<file path="src/rtl/tank_gfx_pkg.sv">
// Shared definitions for the tank sprite graphics blocks: direction
// encodings, default sprite geometry, fetch FSM state codes and the tag
// that travels alongside each ROM read.
package tank_gfx_pkg;

  localparam int IMG_W = 64;
  localparam int IMG_H = 64;
  localparam int COL_W = $clog2(IMG_W);
  localparam int ROW_W = $clog2(IMG_H);

  // Direction encodings, matching the order of the four ROM images
  localparam logic [1:0] DIR_UP    = 2'd0;
  localparam logic [1:0] DIR_DOWN  = 2'd1;
  localparam logic [1:0] DIR_RIGHT = 2'd2;
  localparam logic [1:0] DIR_LEFT  = 2'd3;

  // Fetch sequencer states
  localparam logic [1:0] IDLE  = 2'd0;
  localparam logic [1:0] FETCH = 2'd1;
  localparam logic [1:0] DRAIN = 2'd2;

  // Per-read tag carried through the ROM latency shift register
  typedef struct packed {
    logic             valid;
    logic             owner;
    logic [1:0]       dir;
    logic [COL_W-1:0] col;
  } pix_tag_t;

endpackage

</file>
<file path="src/rtl/tank_sprite_fetch_arbiter_if.sv">
// Bus bundle for tank_sprite_fetch_arbiter. The master side is the rest of
// the system (tank draw modules plus the ROM bank); the slave side is the
// arbiter. pix_opaque exists only when SPRITE_KEY_EN is defined.
//
// Handshake: a requester raises req[i] and holds it until it sees gnt[i]
// high for one cycle; the grant is taken combinationally in that same cycle
// and dir/row are latched then. Pixels are qualified by pix_valid only;
// there is no back-pressure on the pixel stream.
interface tank_sprite_fetch_arbiter_if #(
  parameter int RGB_W = 12
);
  import tank_gfx_pkg::*;

  logic [1:0]             req;
  logic [1:0]             dir0;
  logic [ROW_W-1:0]       row0;
  logic [1:0]             dir1;
  logic [ROW_W-1:0]       row1;
  logic [1:0]             gnt;
  logic [ROW_W+COL_W-1:0] rom_addr;
  logic [RGB_W-1:0]       rgb_up;
  logic [RGB_W-1:0]       rgb_down;
  logic [RGB_W-1:0]       rgb_right;
  logic [RGB_W-1:0]       rgb_left;
  logic [RGB_W-1:0]       pix_rgb;
  logic                   pix_valid;
  logic [COL_W-1:0]       pix_col;
  logic                   pix_owner;
  logic                   line_done;
  logic                   busy;
  logic [1:0]             state_dbg;
`ifdef SPRITE_KEY_EN
  logic                   pix_opaque;
`endif

  modport master (
    output req, dir0, row0, dir1, row1,
    output rgb_up, rgb_down, rgb_right, rgb_left,
    input  gnt, rom_addr, pix_rgb, pix_valid, pix_col, pix_owner,
    input  line_done, busy, state_dbg
`ifdef SPRITE_KEY_EN
    , input pix_opaque
`endif
  );

  modport slave (
    input  req, dir0, row0, dir1, row1,
    input  rgb_up, rgb_down, rgb_right, rgb_left,
    output gnt, rom_addr, pix_rgb, pix_valid, pix_col, pix_owner,
    output line_done, busy, state_dbg
`ifdef SPRITE_KEY_EN
    , output pix_opaque
`endif
  );

endinterface

</file>
<file path="src/rtl/sprite_rr_arbiter.sv">
// Two-way round-robin arbiter. Remembers which requester was served last
// and, when both ask, grants the other one. Comes out of reset preferring
// requester 0.
module sprite_rr_arbiter (
  input  logic       clk,
  input  logic       rst_n,
  input  logic [1:0] req_i,
  input  logic       accept_i,
  output logic [1:0] gnt_o
);

  logic last_q;

  // One-hot grant: contention resolved by the last-served pointer
  always_comb begin
    gnt_o = 2'b00;
    if (req_i == 2'b11) gnt_o = last_q ? 2'b01 : 2'b10;
    else                gnt_o = req_i;
  end

  // Update the last-served pointer only when the grant is actually taken
  always_ff @(posedge clk or negedge rst_n) begin
    if (!rst_n)                      last_q <= 1'b1;
    else if (accept_i && |gnt_o)     last_q <= gnt_o[1];
  end

endmodule

</file>
<file path="src/rtl/tank_sprite_fetch_arbiter.sv">
// Shares the four-direction tank image ROM bank between the player (0) and
// opponent (1) draw modules. Grants one requester per line, walks all
// IMG_W columns of the latched row through the ROM, then returns a
// registered pixel stream selected by the latched direction.
// Optional feature macro: SPRITE_KEY_EN adds pix_opaque (colour != KEY_RGB).
module tank_sprite_fetch_arbiter #(
  parameter int IMG_W   = 64,
  parameter int IMG_H   = 64,
  parameter int RGB_W   = 12,
  parameter int ROM_LAT = 1
`ifdef SPRITE_KEY_EN
  , parameter logic [RGB_W-1:0] KEY_RGB = '0
`endif
) (
  input  logic                        clk,
  input  logic                        rst_n,
  tank_sprite_fetch_arbiter_if.slave  bus
);
  import tank_gfx_pkg::*;

  localparam int COL_BITS = $clog2(IMG_W);
  localparam int ROW_BITS = $clog2(IMG_H);
  localparam int DRN_W    = $clog2(ROM_LAT + 2);

  logic [1:0]          state_q, state_d;
  logic [COL_BITS-1:0] col_q, col_d;
  logic [ROW_BITS-1:0] row_q, row_d;
  logic [1:0]          dir_q, dir_d;
  logic                owner_q, owner_d;
  logic [DRN_W-1:0]    drain_q, drain_d;

  logic [1:0]          arb_gnt;
  logic                arb_accept;

  pix_tag_t            issue;
  pix_tag_t            aligned;
  pix_tag_t            pipe_q [ROM_LAT];
  logic [RGB_W-1:0]    rgb_sel;

  logic [RGB_W-1:0]    pix_rgb_q;
  logic                pix_valid_q;
  logic [COL_W-1:0]    pix_col_q;
  logic                pix_owner_q;
  logic                line_done_q;

  // Grants are only taken while idle; the arbiter pointer moves with them
  assign arb_accept = (state_q == IDLE);

  sprite_rr_arbiter u_arb (
    .clk      (clk),
    .rst_n    (rst_n),
    .req_i    (bus.req),
    .accept_i (arb_accept),
    .gnt_o    (arb_gnt)
  );

  // Next-state logic for the line sequencer (IDLE -> FETCH -> DRAIN)
  always_comb begin
    state_d = state_q;
    col_d   = col_q;
    row_d   = row_q;
    dir_d   = dir_q;
    owner_d = owner_q;
    drain_d = drain_q;
    case (state_q)
      IDLE: begin
        if (arb_gnt != 2'b00) begin
          state_d = FETCH;
          col_d   = '0;
          owner_d = arb_gnt[1];
          row_d   = arb_gnt[1] ? bus.row1 : bus.row0;
          dir_d   = arb_gnt[1] ? bus.dir1 : bus.dir0;
        end
      end
      FETCH: begin
        // col stays at the last column so rom_addr holds outside FETCH
        if (col_q == COL_BITS'(IMG_W - 1)) begin
          state_d = DRAIN;
          drain_d = '0;
        end else begin
          col_d = col_q + COL_BITS'(1);
        end
      end
      DRAIN: begin
        // ROM_LAT+1 cycles: lets the last read reach the output register
        if (drain_q == DRN_W'(ROM_LAT)) state_d = IDLE;
        else                            drain_d = drain_q + DRN_W'(1);
      end
      default: state_d = IDLE;
    endcase
  end

  // Sequencer registers
  always_ff @(posedge clk or negedge rst_n) begin
    if (!rst_n) begin
      state_q <= IDLE;
      col_q   <= '0;
      row_q   <= '0;
      dir_q   <= DIR_UP;
      owner_q <= 1'b0;
      drain_q <= '0;
    end else begin
      state_q <= state_d;
      col_q   <= col_d;
      row_q   <= row_d;
      dir_q   <= dir_d;
      owner_q <= owner_d;
      drain_q <= drain_d;
    end
  end

  // Tag of the read being issued this cycle
  always_comb begin
    issue.valid = (state_q == FETCH);
    issue.owner = owner_q;
    issue.dir   = dir_q;
    issue.col   = col_q;
  end

  // Delay the tag by ROM_LAT so it lines up with the returning ROM data
  always_ff @(posedge clk or negedge rst_n) begin
    if (!rst_n) begin
      for (int i = 0; i < ROM_LAT; i++) pipe_q[i] <= '0;
    end else begin
      pipe_q[0] <= issue;
      for (int i = 1; i < ROM_LAT; i++) pipe_q[i] <= pipe_q[i-1];
    end
  end

  assign aligned = pipe_q[ROM_LAT-1];

  // Pick the direction image using the delayed direction
  always_comb begin
    rgb_sel = bus.rgb_up;
    case (aligned.dir)
      DIR_UP:    rgb_sel = bus.rgb_up;
      DIR_DOWN:  rgb_sel = bus.rgb_down;
      DIR_RIGHT: rgb_sel = bus.rgb_right;
      DIR_LEFT:  rgb_sel = bus.rgb_left;
      default:   rgb_sel = bus.rgb_up;
    endcase
  end

  // Output pixel register; fields are forced to 0 between valid pixels
  always_ff @(posedge clk or negedge rst_n) begin
    if (!rst_n) begin
      pix_rgb_q   <= '0;
      pix_valid_q <= 1'b0;
      pix_col_q   <= '0;
      pix_owner_q <= 1'b0;
      line_done_q <= 1'b0;
    end else begin
      pix_valid_q <= aligned.valid;
      pix_rgb_q   <= aligned.valid ? rgb_sel : '0;
      pix_col_q   <= aligned.valid ? aligned.col : '0;
      pix_owner_q <= aligned.valid & aligned.owner;
      line_done_q <= aligned.valid && (aligned.col == COL_W'(IMG_W - 1));
    end
  end

`ifdef SPRITE_KEY_EN
  logic pix_opaque_q;

  // Transparency flag registered alongside the pixel
  always_ff @(posedge clk or negedge rst_n) begin
    if (!rst_n) pix_opaque_q <= 1'b0;
    else        pix_opaque_q <= aligned.valid && (rgb_sel != KEY_RGB);
  end

  assign bus.pix_opaque = pix_opaque_q;
`endif

  assign bus.gnt       = arb_accept ? arb_gnt : 2'b00;
  assign bus.rom_addr  = {row_q, col_q};
  assign bus.pix_rgb   = pix_rgb_q;
  assign bus.pix_valid = pix_valid_q;
  assign bus.pix_col   = pix_col_q;
  assign bus.pix_owner = pix_owner_q;
  assign bus.line_done = line_done_q;
  assign bus.busy      = (state_q != IDLE);
  assign bus.state_dbg = state_q;

endmodule

</file>
<file path="src/flat_wrapper.sv">
// flat-port wrapper written by rule: the top's interface ports become plain ports
module tank_sprite_fetch_arbiter_flat import tank_gfx_pkg::*;
#(
  parameter int IMG_W   = 64,
  parameter int IMG_H   = 64,
  parameter int RGB_W   = 12,
  parameter int ROM_LAT = 1

)
  (clk, rst_n, bus_req, bus_dir0, bus_row0, bus_dir1, bus_row1, bus_rgb_up, bus_rgb_down, bus_rgb_right, bus_rgb_left, bus_gnt, bus_rom_addr, bus_pix_rgb, bus_pix_valid, bus_pix_col, bus_pix_owner, bus_line_done, bus_busy, bus_state_dbg);
  tank_sprite_fetch_arbiter_if #(.RGB_W(RGB_W)) bus_i ();
  input  logic clk;
  input  logic rst_n;
  input wire logic [$bits(bus_i.req)-1:0] bus_req;
  input wire logic [$bits(bus_i.dir0)-1:0] bus_dir0;
  input wire logic [$bits(bus_i.row0)-1:0] bus_row0;
  input wire logic [$bits(bus_i.dir1)-1:0] bus_dir1;
  input wire logic [$bits(bus_i.row1)-1:0] bus_row1;
  input wire logic [$bits(bus_i.rgb_up)-1:0] bus_rgb_up;
  input wire logic [$bits(bus_i.rgb_down)-1:0] bus_rgb_down;
  input wire logic [$bits(bus_i.rgb_right)-1:0] bus_rgb_right;
  input wire logic [$bits(bus_i.rgb_left)-1:0] bus_rgb_left;
  output wire logic [$bits(bus_i.gnt)-1:0] bus_gnt;
  output wire logic [$bits(bus_i.rom_addr)-1:0] bus_rom_addr;
  output wire logic [$bits(bus_i.pix_rgb)-1:0] bus_pix_rgb;
  output wire logic [$bits(bus_i.pix_valid)-1:0] bus_pix_valid;
  output wire logic [$bits(bus_i.pix_col)-1:0] bus_pix_col;
  output wire logic [$bits(bus_i.pix_owner)-1:0] bus_pix_owner;
  output wire logic [$bits(bus_i.line_done)-1:0] bus_line_done;
  output wire logic [$bits(bus_i.busy)-1:0] bus_busy;
  output wire logic [$bits(bus_i.state_dbg)-1:0] bus_state_dbg;
  assign bus_i.req = bus_req;
  assign bus_i.dir0 = bus_dir0;
  assign bus_i.row0 = bus_row0;
  assign bus_i.dir1 = bus_dir1;
  assign bus_i.row1 = bus_row1;
  assign bus_i.rgb_up = bus_rgb_up;
  assign bus_i.rgb_down = bus_rgb_down;
  assign bus_i.rgb_right = bus_rgb_right;
  assign bus_i.rgb_left = bus_rgb_left;
  assign bus_gnt = bus_i.gnt;
  assign bus_rom_addr = bus_i.rom_addr;
  assign bus_pix_rgb = bus_i.pix_rgb;
  assign bus_pix_valid = bus_i.pix_valid;
  assign bus_pix_col = bus_i.pix_col;
  assign bus_pix_owner = bus_i.pix_owner;
  assign bus_line_done = bus_i.line_done;
  assign bus_busy = bus_i.busy;
  assign bus_state_dbg = bus_i.state_dbg;
  tank_sprite_fetch_arbiter #(.IMG_W(IMG_W), .IMG_H(IMG_H), .RGB_W(RGB_W), .ROM_LAT(ROM_LAT)) u_core (.clk(clk), .rst_n(rst_n), .bus(bus_i));
endmodule
</file>
<file path="config.mk">
export PLATFORM = sky130hd
export DESIGN_NAME = tank_sprite_fetch_arbiter_flat
export DESIGN_NICKNAME = d
export VERILOG_FILES = /design/src/rtl/tank_gfx_pkg.sv /design/src/rtl/tank_sprite_fetch_arbiter_if.sv /design/src/rtl/sprite_rr_arbiter.sv /design/src/rtl/tank_sprite_fetch_arbiter.sv /design/src/flat_wrapper.sv
export SDC_FILE = /design/constraint.sdc
export NUM_CORES = 1
export LEC_CHECK = 0
export BUFFER_PORTS_ARGS = -buffer_cell sky130_fd_sc_hd__buf_2
export CAP_MARGIN = 10
export CORE_UTILIZATION = 51
export CTS_CLUSTER_SIZE = 8
export DETAILED_ROUTE_END_ITERATION = 8
export GPL_TIMING_DRIVEN = 0
export PLACE_DENSITY_LB_ADDON = 0.08
export SYNTH_ARGS = -nofsm -noshare
export SYNTH_HDL_FRONTEND = slang
export SYNTH_SLANG_ARGS = --single-unit
</file>
<file path="constraint.sdc">
create_clock -name clk -period 2.6 [get_ports clk]
set_input_delay 0.78 -clock clk [delete_from_list [all_inputs] [get_ports clk]]
set_output_delay 0.78 -clock clk [all_outputs]
set_load 0.03 [all_outputs]
</file>
==> reports/qor.txt <==
Final wirelength - 5.068 mm
Critical Path AT - 1680 ps
# rows - 24
Sw frac - 27.28%
Worst-Skew Late Latency - 300 ps
Async SR Flop Fraction - 100.0%
Hold/Removal Path Class - reg -> reg
Clock tree buffer depth - 2
Final Instance Area - 3176 um2
Vias in the first global route - 1908
Final setup violation count - 0
Area leader, netlist - dfrtp_1
PortBufs - 105
Sequential cell area fraction in the yosys report - 52.15%
LEAKAGE - 1.630 nW
Postcts setup bufs - 0
Starting Density - 54.75%
Hold Buf Count CTS - 0
Syn nets - 273
Worst path slowest cell - buf_4
Slew Viols, Final - 0
Achievable Freq - 405.9 MHz
Cell area after placement - 3040 um2
Num CTS Buffers - 5
GP Congestion - 0.8431
Final Util - 70.97%
Die W - 71.31 um
First-pass GRT wire length - 8.383 mm
Skew final - 10.40 ps
All-Layer GR Usage - 21.04%
Post-CTS resize count - 0
Max stage delay on crit path - 210 ps
Power Density - 565.3 nW/um2
Die area - 5085 um2
Die Y - 71.31 um
Setup crit end kind - primary output
CP Buf/Inv Count - 3
Area of the multi-input gates - 1065 um2
Register area - 1277 um2
Failing checks - DRC
CORE AREA - 4474 um2
Yosys top cell area share - 51.07%
Share of layout cells above drive strength 1 - 45.05%
Syn Inst Count - 199
Most frequent cells after synthesis - dfrtp_1, and2_1, nand2_1
Ant diodes - 0
ANT nets after route - 0
Most common cell in the netlist - dfrtp_1
Initial antenna violation count - 0
P_sw - 0.4897 mW
Reg power frac - 48.5%
Clk slew on worst S/H paths - 90 ps
Final TNS setup - 0 ps
Syn Area/Cell - 12.31 um2
Crit path required time - 1820 ps
Number of fill cells - 350
Congestion Overflow GR - 0
Synth top area cells - dfrtp_1, mux4_2, and2_1
Final worst path period need - 2464 ps
Final hold vios - 0
DRT iter0 DRCs - 131
Largest net degree at the start of global routing - 52
Hold slack - 386.3 ps
Worst slew pin tran - 520.0 ps
Clk pwr share - 30.1%
Final Power - 1.795 mW
Final net count - 386
Area Growth Syn to Fin - 29.62%
Critical path launch point type - input port
Number of synthesized flops with an enable pin - 0
Delay-heaviest family, CP - buffers and inverters
Vias - 1989
RSZ-0062 raised after global routing - no
Drt pass-1 iters - 6
Final period util - 94.75%
Post-synth cell types - 46
H-tree depth - 2
Post-DP HPWL - 3.837 mm
Via density - 5.449
Drt wl/cell - 13.88 um
Seq cells post-synth - 51
Drc violations - 10
CTS tree - yes
Worst vdd ir - 0.0003504 V
Root Buffer - clkbuf_8
Netlist Area Pre-Place - 2450 um2
IO Pins - 106
# Max-Cap Violations - 0
CTS Sinks - 51
CP most frequent cell - buf_2
Ys Warns - 0
Max FO, Critical Path - 9
Slew HR - 65.10%
Comb power frac - 21.4%
WS Path Type - in -> out
Main synth FF type - dfrtp_1
Critical-path cell list - buf_2 > a21boi_1 > buf_4 > and2_1 > buf_2
P_int - 1.305 mW
Outcome - finished, violations left
## metrics by stage
| stage | setup WS, ps | std cells |
|---|---|---|
| 3_3_place_gp | 165.1 | 356 |
| 6_report | 136.5 | 365 |
| 4_1_cts | 132.4 | 364 |
| 5_1_grt | 62.04 | 365 |
| 3_5_place_dp | 134.2 | 356 |
| 2_1_floorplan | 393.9 | 199 |
## final timing paths
check                                 from                   end  slack, ps  cells after the start
setup / recovery                bus_req[1]            bus_gnt[1]        140                      5
hold / removal             u_core.dir_q[1]     u_core.aligned[7]        390                      0
setup reg to reg           u_core.col_q[1]     u_core.drain_q[0]        870                      4
hold reg to reg            u_core.dir_q[1]     u_core.aligned[7]        390                      0
max in group asynchronous            rst_n   u_core.u_arb.last_q       1580                      2
min in group asynchronous            rst_n  u_core.bus.line_done        430                      1
## registers in the layout (all words and copies together), names as in the netlist
| signal | count |
|---|---|
| u_core.bus.pix_col | 6 |
| u_core.bus.pix_valid | 1 |
| u_core.owner_q | 1 |
| u_core.bus.line_done | 1 |
| u_core.drain_q | 2 |
| u_core.row_q | 6 |
| u_core.bus.pix_owner | 1 |
| u_core.aligned | 10 |
| u_core.dir_q | 2 |
| u_core.bus.state_dbg | 2 |
| u_core.col_q | 6 |
| u_core.bus.pix_rgb | 12 |
| u_core.u_arb.last_q | 1 |
## per-layer routing
layer | vias up | GRT usage, % | routed length (um)
met3 | 7 | 4.641 | 341
li1 | 947 | - | -
met4 | 0 | 5.778 | 51
met5 | - | 0 | 0
met2 | 74 | 37.88 | 2611
met1 | 961 | 25.52 | 2064
## kinds of logic after synthesis
family          count (synthesis)  synth area share [%]
flops                          51                 52.15
compound gates                 36                 9.806
mux                            20                 14.61
buf+inv                        19                 4.494
fa+ha+maj                       6                 3.064
simple gates                   67                 15.88
## placed cells by master, fill, tap and decap left out, types with 2 or more instances in the layout
master / count
dfrtp_1: 50
nand4_1: 3
and3_1: 2
mux4_2: 10
nor2_1: 5
nand2b_1: 2
o211ai_1: 4
nor2b_1: 3
a2bb2oi_1: 2
clkbuf_1: 2
clkbuf_8: 5
nand2_1: 15
inv_1: 5
and2_1: 20
mux2i_1: 8
a31oi_1: 3
o21ai_1: 2
o21a_1: 2
buf_2: 108
buf_4: 7
o21ai_0: 13
mux4_1: 2
ha_1: 5
nand3_1: 7
## area by class of cell
type                            count  share of cell area [%]
Timing Repair Buffer              106                   17.18
Clock inverter                      3                   1.379
Clock buffer                        5                   2.167
Sequential cell                    51                   40.23
Multi-Input combinational cell    129                   33.53
Inverter                            5                  0.5910
Buffer                             14                   2.876
Tap cell                           52                   2.049
## worst reg2reg max path, stage by stage (launching register included)
cell and delay (ps):
dfrtp_1 500, ha_1 300, and3_1 260, a41oi_1 180, a221o_1 380
## power groups by stage
stage                     combinational [mW]  clock [mW]  sequential (mW)
final                                  0.384       0.540            0.871
after CTS                              0.384       0.555            0.871
after detailed placement               0.382           0            0.886
after global placement                 0.374           0            0.884
after global routing                   0.427       0.581            0.878
after floorplan                        0.228           0            0.904
(Power assumes the default switching activity.)
